File: config.mk
export PLATFORM = sky130hd
export DESIGN_NAME = line_fill_arbiter
export DESIGN_NICKNAME = d
export VERILOG_FILES = /design/src/rtl/line_fill_arbiter.sv
export SDC_FILE = /design/constraint.sdc
export NUM_CORES = 1
export LEC_CHECK = 0
export ABC_AREA = 1
export BUFFER_PORTS_ARGS = -buffer_cell sky130_fd_sc_hd__buf_2
export CAP_MARGIN = 20
export CORE_UTILIZATION = 45
export CTS_BUF_LIST = sky130_fd_sc_hd__clkbuf_4
export DETAILED_ROUTE_END_ITERATION = 7
export PLACE_DENSITY = 0.85
export SLEW_MARGIN = 0
export SYNTH_ARGS = -nofsm -noshare
export SYNTH_HDL_FRONTEND = slang
export SYNTH_SLANG_ARGS = --single-unit
File: constraint.sdc
create_clock -name clk -period 1.8 [get_ports clk]
set_clock_uncertainty 0.15 [all_clocks]
set_input_delay 0.18 -clock clk [delete_from_list [all_inputs] [get_ports clk]]
set_output_delay 0.18 -clock clk [all_outputs]
set_load 0.03 [all_outputs]
File: src/rtl/line_fill_arbiter.sv
// line_fill_arbiter: grants the single pipelined main memory to an I-line fill, a D-line fill or a D-side store
// Build option: define ARB_ROUND_ROBIN_EN to alternate I-side and D-side grants on ties (default: fixed I > D-fill > store).
// Ports:
//   clk, rst                           clock and asynchronous active-high reset
//   i_miss/i_miss_addr                 I-cache fill request and miss byte address
//   d_miss/d_miss_addr                 D-cache fill request and miss byte address
//   d_wr_req/d_wr_addr/d_wr_data       D-side write-through store
//   mem_en/mem_wr/mem_addr/mem_wdata   memory request channel
//   mem_rdata/mem_valid                memory read return channel
//   fill_i_we/fill_d_we/fill_addr/fill_data  returned-word strobes to the owning cache
//   i_done/d_done/d_wr_ack             completion pulses
//   i_busy/d_busy                      stall requests to fetch and memory stages
module line_fill_arbiter #(
    parameter int ADDR_W  = 16,
    parameter int DATA_W  = 16,
    parameter int WORDS   = 8,
    parameter int MEM_LAT = 4
) (
    input  logic              clk,
    input  logic              rst,
    input  logic              i_miss,
    input  logic [ADDR_W-1:0] i_miss_addr,
    input  logic              d_miss,
    input  logic [ADDR_W-1:0] d_miss_addr,
    input  logic              d_wr_req,
    input  logic [ADDR_W-1:0] d_wr_addr,
    input  logic [DATA_W-1:0] d_wr_data,
    output logic              mem_en,
    output logic              mem_wr,
    output logic [ADDR_W-1:0] mem_addr,
    output logic [DATA_W-1:0] mem_wdata,
    input  logic [DATA_W-1:0] mem_rdata,
    input  logic              mem_valid,
    output logic              fill_i_we,
    output logic              fill_d_we,
    output logic [ADDR_W-1:0] fill_addr,
    output logic [DATA_W-1:0] fill_data,
    output logic              i_done,
    output logic              d_done,
    output logic              d_wr_ack,
    output logic              i_busy,
    output logic              d_busy
);
    localparam int OFS = $clog2(WORDS) + 1;
    localparam logic [OFS-1:0] NW = OFS'(WORDS);
    localparam logic [OFS-1:0] NL = OFS'(WORDS - 1);
    localparam logic [ADDR_W-1:0] LINE_MASK = {{(ADDR_W-OFS){1'b1}}, {OFS{1'b0}}};

    if (MEM_LAT < 1 || WORDS < 2 || (WORDS & (WORDS - 1)) != 0) begin : g_bad_cfg
        $error("line_fill_arbiter: WORDS must be a power of 2 >= 2 and MEM_LAT >= 1");
    end

    typedef enum logic [1:0] {IDLE, FILL, WRITE, DONE} state_t;

    state_t            state;
    logic [ADDR_W-1:0] base;
    logic [DATA_W-1:0] wdata;
    logic              owner_d;
    logic [OFS-1:0]    iss_cnt;
    logic [OFS-1:0]    ret_cnt;
    logic              grant_i;
    logic              issuing;
    logic              ret;

`ifdef ARB_ROUND_ROBIN_EN
    // last_d remembers which side won the previous grant; the other side wins a tie
    logic last_d;
    assign grant_i = i_miss && (!(d_miss || d_wr_req) || last_d);
    always_ff @(posedge clk or posedge rst)
        if (rst)
            last_d <= 1'b1;
        else if (state == IDLE && (i_miss || d_miss || d_wr_req))
            last_d <= !grant_i;
`else
    assign grant_i = i_miss;
`endif

    always_ff @(posedge clk or posedge rst) begin
        if (rst) begin
            state   <= IDLE;
            base    <= '0;
            wdata   <= '0;
            owner_d <= 1'b0;
            iss_cnt <= '0;
            ret_cnt <= '0;
        end else begin
            case (state)
                IDLE: begin
                    iss_cnt <= '0;
                    ret_cnt <= '0;
                    if (grant_i) begin
                        state   <= FILL;
                        owner_d <= 1'b0;
                        base    <= i_miss_addr & LINE_MASK;
                    end else if (d_miss) begin
                        state   <= FILL;
                        owner_d <= 1'b1;
                        base    <= d_miss_addr & LINE_MASK;
                    end else if (d_wr_req) begin
                        state   <= WRITE;
                        owner_d <= 1'b1;
                        base    <= d_wr_addr;
                        wdata   <= d_wr_data;
                    end
                end
                FILL: begin
                    if (issuing) iss_cnt <= iss_cnt + 1'b1;
                    if (ret) ret_cnt <= ret_cnt + 1'b1;
                    if (ret && ret_cnt == NL) state <= DONE;
                end
                default: state <= IDLE;
            endcase
        end
    end

    // line offsets are ORed into the cleared low bits so a fill never leaves its aligned block
    assign issuing   = state == FILL && iss_cnt < NW;
    assign ret       = state == FILL && mem_valid && ret_cnt < NW;
    assign mem_en    = issuing || state == WRITE;
    assign mem_wr    = state == WRITE;
    assign mem_addr  = state == WRITE ? base : issuing ? base | ADDR_W'({iss_cnt[OFS-2:0], 1'b0}) : '0;
    assign mem_wdata = state == WRITE ? wdata : '0;
    assign fill_i_we = ret && !owner_d;
    assign fill_d_we = ret && owner_d;
    assign fill_addr = ret ? base | ADDR_W'({ret_cnt[OFS-2:0], 1'b0}) : '0;
    assign fill_data = ret ? mem_rdata : '0;
    assign i_done    = state == DONE && !owner_d;
    assign d_done    = state == DONE && owner_d;
    assign d_wr_ack  = state == WRITE;
    assign i_busy    = i_miss || (!owner_d && state != IDLE);
    assign d_busy    = d_miss || d_wr_req || (owner_d && state != IDLE);
endmodule

After elaboration in Yosys (flattened, before gate mapping)
Index checks and enable logic that the tools add are counted.
{ "word_totals": {"reg_bits": 43, "inputBits": 86, "out_inout_bits": 73, "wordCells": 66} }
{ "op_classes": {"add_sub_neg": 2, "n_lt_le_gt_ge": 2, "eq_ne": 8, "mux": 20, "bitwise": 4, "n_reduce_logical": 24} }
{ "ops": {"columns": ["op", "count"], "rows": [
  ["two-way mux 16 bit", 8],
  ["OR 16 x 4 -> 16 bit", 2],
  ["case mux 4 bit (2 select lines)", 2],
  ["logical AND 1 bit", 10],
  ["adder 4 x 1 -> 4 bit (second input constant)", 2],
  ["less-than comparator 4 bit (second input constant)", 2],
  ["two-way mux 2 bit", 4],
  ["two-way mux 4 bit", 2],
  ["AND reduction 2 bit", 4],
  ["!= test 2 bit (second input constant)", 3],
  ["== test 2 bit (second input constant)", 2],
  ["== test 4 x 3 -> 1 bit (second input constant)", 1],
  ["logical OR 1 bit", 4],
  ["!= test 4 bit (second input constant)", 1],
  ["case mux 2 bit (2 select lines)", 1],
  ["AND reduction 4 bit", 1],
  ["nonzero test 2 bit", 2],
  ["two-way mux 1 bit", 3],
  ["nonzero test 3 bit", 1],
  ["== test 2 x 1 -> 1 bit (second input constant)", 1],
  ["zero test 2 bit", 1],
  ["NOT 1 bit", 2],
  ["zero test 1 bit", 1]
]} }

Logic depth before layout (Yosys ltp)
{ "depth": {"word_depth": 6, "depth_mapped": 7, "depth_no_buf": 7} }

Worst setup path after synthesis
Ideal clock, no wire load.
{ "synth_timing": {"path_kind": "flip-flop to output port", "start": "register state[0]", "end": "output port mem_addr[10]", "arrival_ns": 1.466, "required_time_ns": 1.470, "slack_ns": 0.004, "stages_incl_launch_ff": 8, "n_path_buf": 1, "cell_sequence": "dfrtp_1 -> inv_4 -> nor2_8 -> nand2_4 -> nand2_4 -> inv_2 -> buf_6 -> nor2_1"} }
{ "synth_via": {"elab_chain_cells": 4, "elab_cells_between_ends": 5, "cone_classes": "2 x eq/ne; 2 x mux; 1 x reduce/logical"} }
{ "synth_lines": {"columns": ["item", "line_no", "rtl"], "rows": [
  ["start, declared", "55", "state_t state;"],
  ["start signal, assigned", "80", "state <= IDLE;"],
  ["start signal, assigned", "92", "state <= FILL;"],
  ["start signal, assigned", "96", "state <= FILL;"],
  ["== test 2 x 1 -> 1 bit", "117", "assign issuing = state == FILL && iss_cnt < NW;"],
  ["logical AND 1 bit", "117", null],
  ["two-way mux 16 bit", "121", "assign mem_addr = state == WRITE ? base : issuing ? base | ADDR_W'({iss_cnt[OFS-2:0], 1'b0}) : '0;"],
  ["two-way mux 16 bit (*)", "121", null],
  ["end, declared", "30", "output logic [ADDR_W-1:0] mem_addr,"]
]} }
Every way passes the cells marked *; elsewhere a longest branch is shown, timed or not.

Worst setup path after layout
{ "layout_timing": {"start": "register state[0]", "end": "output port fill_addr[15]"} }
{ "layout_via": {"elab_chain_cells": 4} }
{ "layout_lines": {"columns": ["item", "line_no", "rtl"], "rows": [
  ["== test 2 x 1 -> 1 bit", "118", "assign ret = state == FILL && mem_valid && ret_cnt < NW;"],
  ["logical AND 1 bit (2 in series)", "118", null],
  ["two-way mux 16 bit", "125", "assign fill_addr = ret ? base | ADDR_W'({ret_cnt[OFS-2:0], 1'b0}) : '0;"],
  ["end, declared", "36", "output logic [ADDR_W-1:0] fill_addr,"]
]} }
Every way passes these cells.

==> run metrics <==
status=complete, but fails checks; violated checks=setup timing; initial antenna violation count=0; syn avg cell area=6.36 um2; register area=0.00108 mm2; Die Span Y=79.9 um; first-pass GRT wire length=13.4 mm; vias in the first global route=3,217; Setup WS post-layout=-0.106 ns; DR iter-0 viols=159; WS Path Type=register to output port; Placed Cells=644; CP Capture Type=output port; synth top area cells=dfrtp_1, nand2_1, inv_1; GRT Total Usage=27.2%; arrival time worst endpoint=1.58 ns; M1 WL=3.29 mm; largest net degree at the start of global routing=44; post-layout util=79.7%; CTS Sinks=43; Antenna Nets Post-Route=0; pre-CTS setup slack=0.105 ns; Hold Crit Class=input port to register; clock buffer depth=2; die area=0.00638 mm2; DR pass1 iterations=4; WL final=8.92 mm; pwr dens=446 mW/mm2; clk_lat worst skew=0.37 ns; DP Wirelength=5.46 mm; LEAKAGE=2.54 nW; CTS tree=done; Placement Rows=27; Syn Nets=517; drt wl/cell=12.8 um; Worst-Margin Slew=0.537 ns; area share of the largest cell type after synthesis=39.4%; DRC viols=0; CTS clk-pin slew, worst paths=0.12 ns; io pins=159; Starting Density=48.1%; Post-Syn Area=0.00273 mm2; final slew viol count=0; Synth Register Bits=43; Final Hold Viols=0; Max Cap Viol=0; grt total ovfl=0; yosys warns=0; die width=79.9 um; Cell variety after synth=24; n_diodes=0; Setup violations, final=67; via count=3,341; Peak VDD IR=0.385 mV; synth-to-layout area growth=65.8%; htree depth=2; routed wl met3=599 um; biggest area consumer among synthesized cells=dfrtp_1; fin cells=697; root buf cell=clkbuf_4; Cells after Synth=429; input/output buffers=150; Routed met2 length=4.73 mm; minimum clock period=1.91 ns; fmax=525 MHz; most frequent cells in the layout=nand2_1, inv_1, buf_2; most common cell after layout, fill and taps aside=nand2_1; fin crit share=106%; total CTS buffers=5; crit-path max FO=17; Filler cells=388; DR vias/cell=4.79; nets=712; core area=0.00568 mm2; share of cells above drive strength 1=36.3%; multi-input logic area=0.00127 mm2; CP Data Required Time=1.47 ns; uppermost layer routed=met4; CP startpoint kind=register; register area share after synthesis=39.4%; routability cong.=0.837; Rel. slew slack=64.2%; RSZ-0062 raised after global routing=yes
report_power, final:
| group | total, mW | switching, mW | internal, mW |
|---|---|---|---|
| Clock | 0.773 | 0.342 | 0.432 |
| Sequential | 0.968 | 0.00136 | 0.967 |
| Combinational | 0.273 | 0.130 | 0.142 |
| Total | 2.01 | 0.473 | 1.54 |
repair_timing:
action / 4_1_cts / 5_1_grt
endpoints found under the hold margin: 75 / 1
endpoints found under the setup margin: 72 / 73
pin swaps: 3 / 5
resized for setup: 76 / 88
hold buffers: 34 / 1
setup buffers: 7 / 4
sequential cells by signal (all words and copies together) (netlist names):
| register | cells |
|---|---|
| wdata | 16 |
| owner_d | 1 |
| base | 16 |
| state | 2 |
| ret_cnt | 4 |
| iss_cnt | 4 |
final cells by class:
class | instances | share of cell area (%)
clock buffers | 5 | 0.830
multi-input cells | 264 | 28.2
well taps | 72 | 1.99
flip-flops and latches | 43 | 23.8
repair buffers | 205 | 34.8
inverters | 105 | 8.94
clock inverters | 3 | 1.49
cell families (layout without fill, tap and decap cells):
kind of cell	count (synthesis)	in the layout	synth area share [%]
AO/OA/AOI/OAI	37	37	6.88
XOR/XNOR	1	1	0.321
adder cells (fa/ha/maj)	2	2	0.917
buffers and inverters	122	318	18.1
flip-flops	43	43	39.4
AND/OR/NAND/NOR	224	224	34.4
cells in the mapped netlist (all sizes together):
cell / count
nor2: 72
buf: 12
nand4: 3
o211ai: 1
dfrtp: 43
nand2: 125
nand3: 22
o21ai: 32
clkbuf: 5
a21oi: 4
ha: 2
nor3: 2
inv: 105
xor2: 1
per-layer routing:
layer | vias to the layer above | global-route usage [%]
met5 | - | 0
met4 | 0 | 15.5
met3 | 34 | 5.49
met2 | 156 | 51.7
met1 | 1521 | 27.1
li1 | 1630 | -
worst max-delay path, stage by stage (launching register included):
cell and delay [ns]:
dfrtp_1 0.44, inv_4 0.08, nor2_8 0.15, nand2_4 0.09
buf_12 0.17, nor2_2 0.13, buf_6 0.15
stage by stage:
stage | setup TNS, ns | power (mW) | hold slack (ns) | area [um2]
6_report | -4.08 | 2.01 | 0.0190 | 4520
4_1_cts | -3.67 | 2.00 | 0.0184 | 4240
3_3_place_gp | 0 | 1.18 | 0.190 | 3550
2_1_floorplan | 0 | 1.08 | 0.173 | 2730
5_1_grt | -8.87 | 2.09 | 0.0279 | 4520
3_5_place_dp | 0 | 1.19 | 0.196 | 3550
path summary, 6_finish.rpt:
path	startpoint	endpoint	slack, ns	cells after the start
max reg2reg	state[1]	base[0]	0.15	6
min in group asynchronous	rst	ret_cnt[1]	0.32	4
min reg2reg	base[10]	base[10]	0.35	2
max in group asynchronous	rst	state[1]	0.78	4
min	mem_valid	state[1]	0.02	5
max	state[0]	fill_addr[15]	-0.11	6
Power figures use the tool's default switching activity.
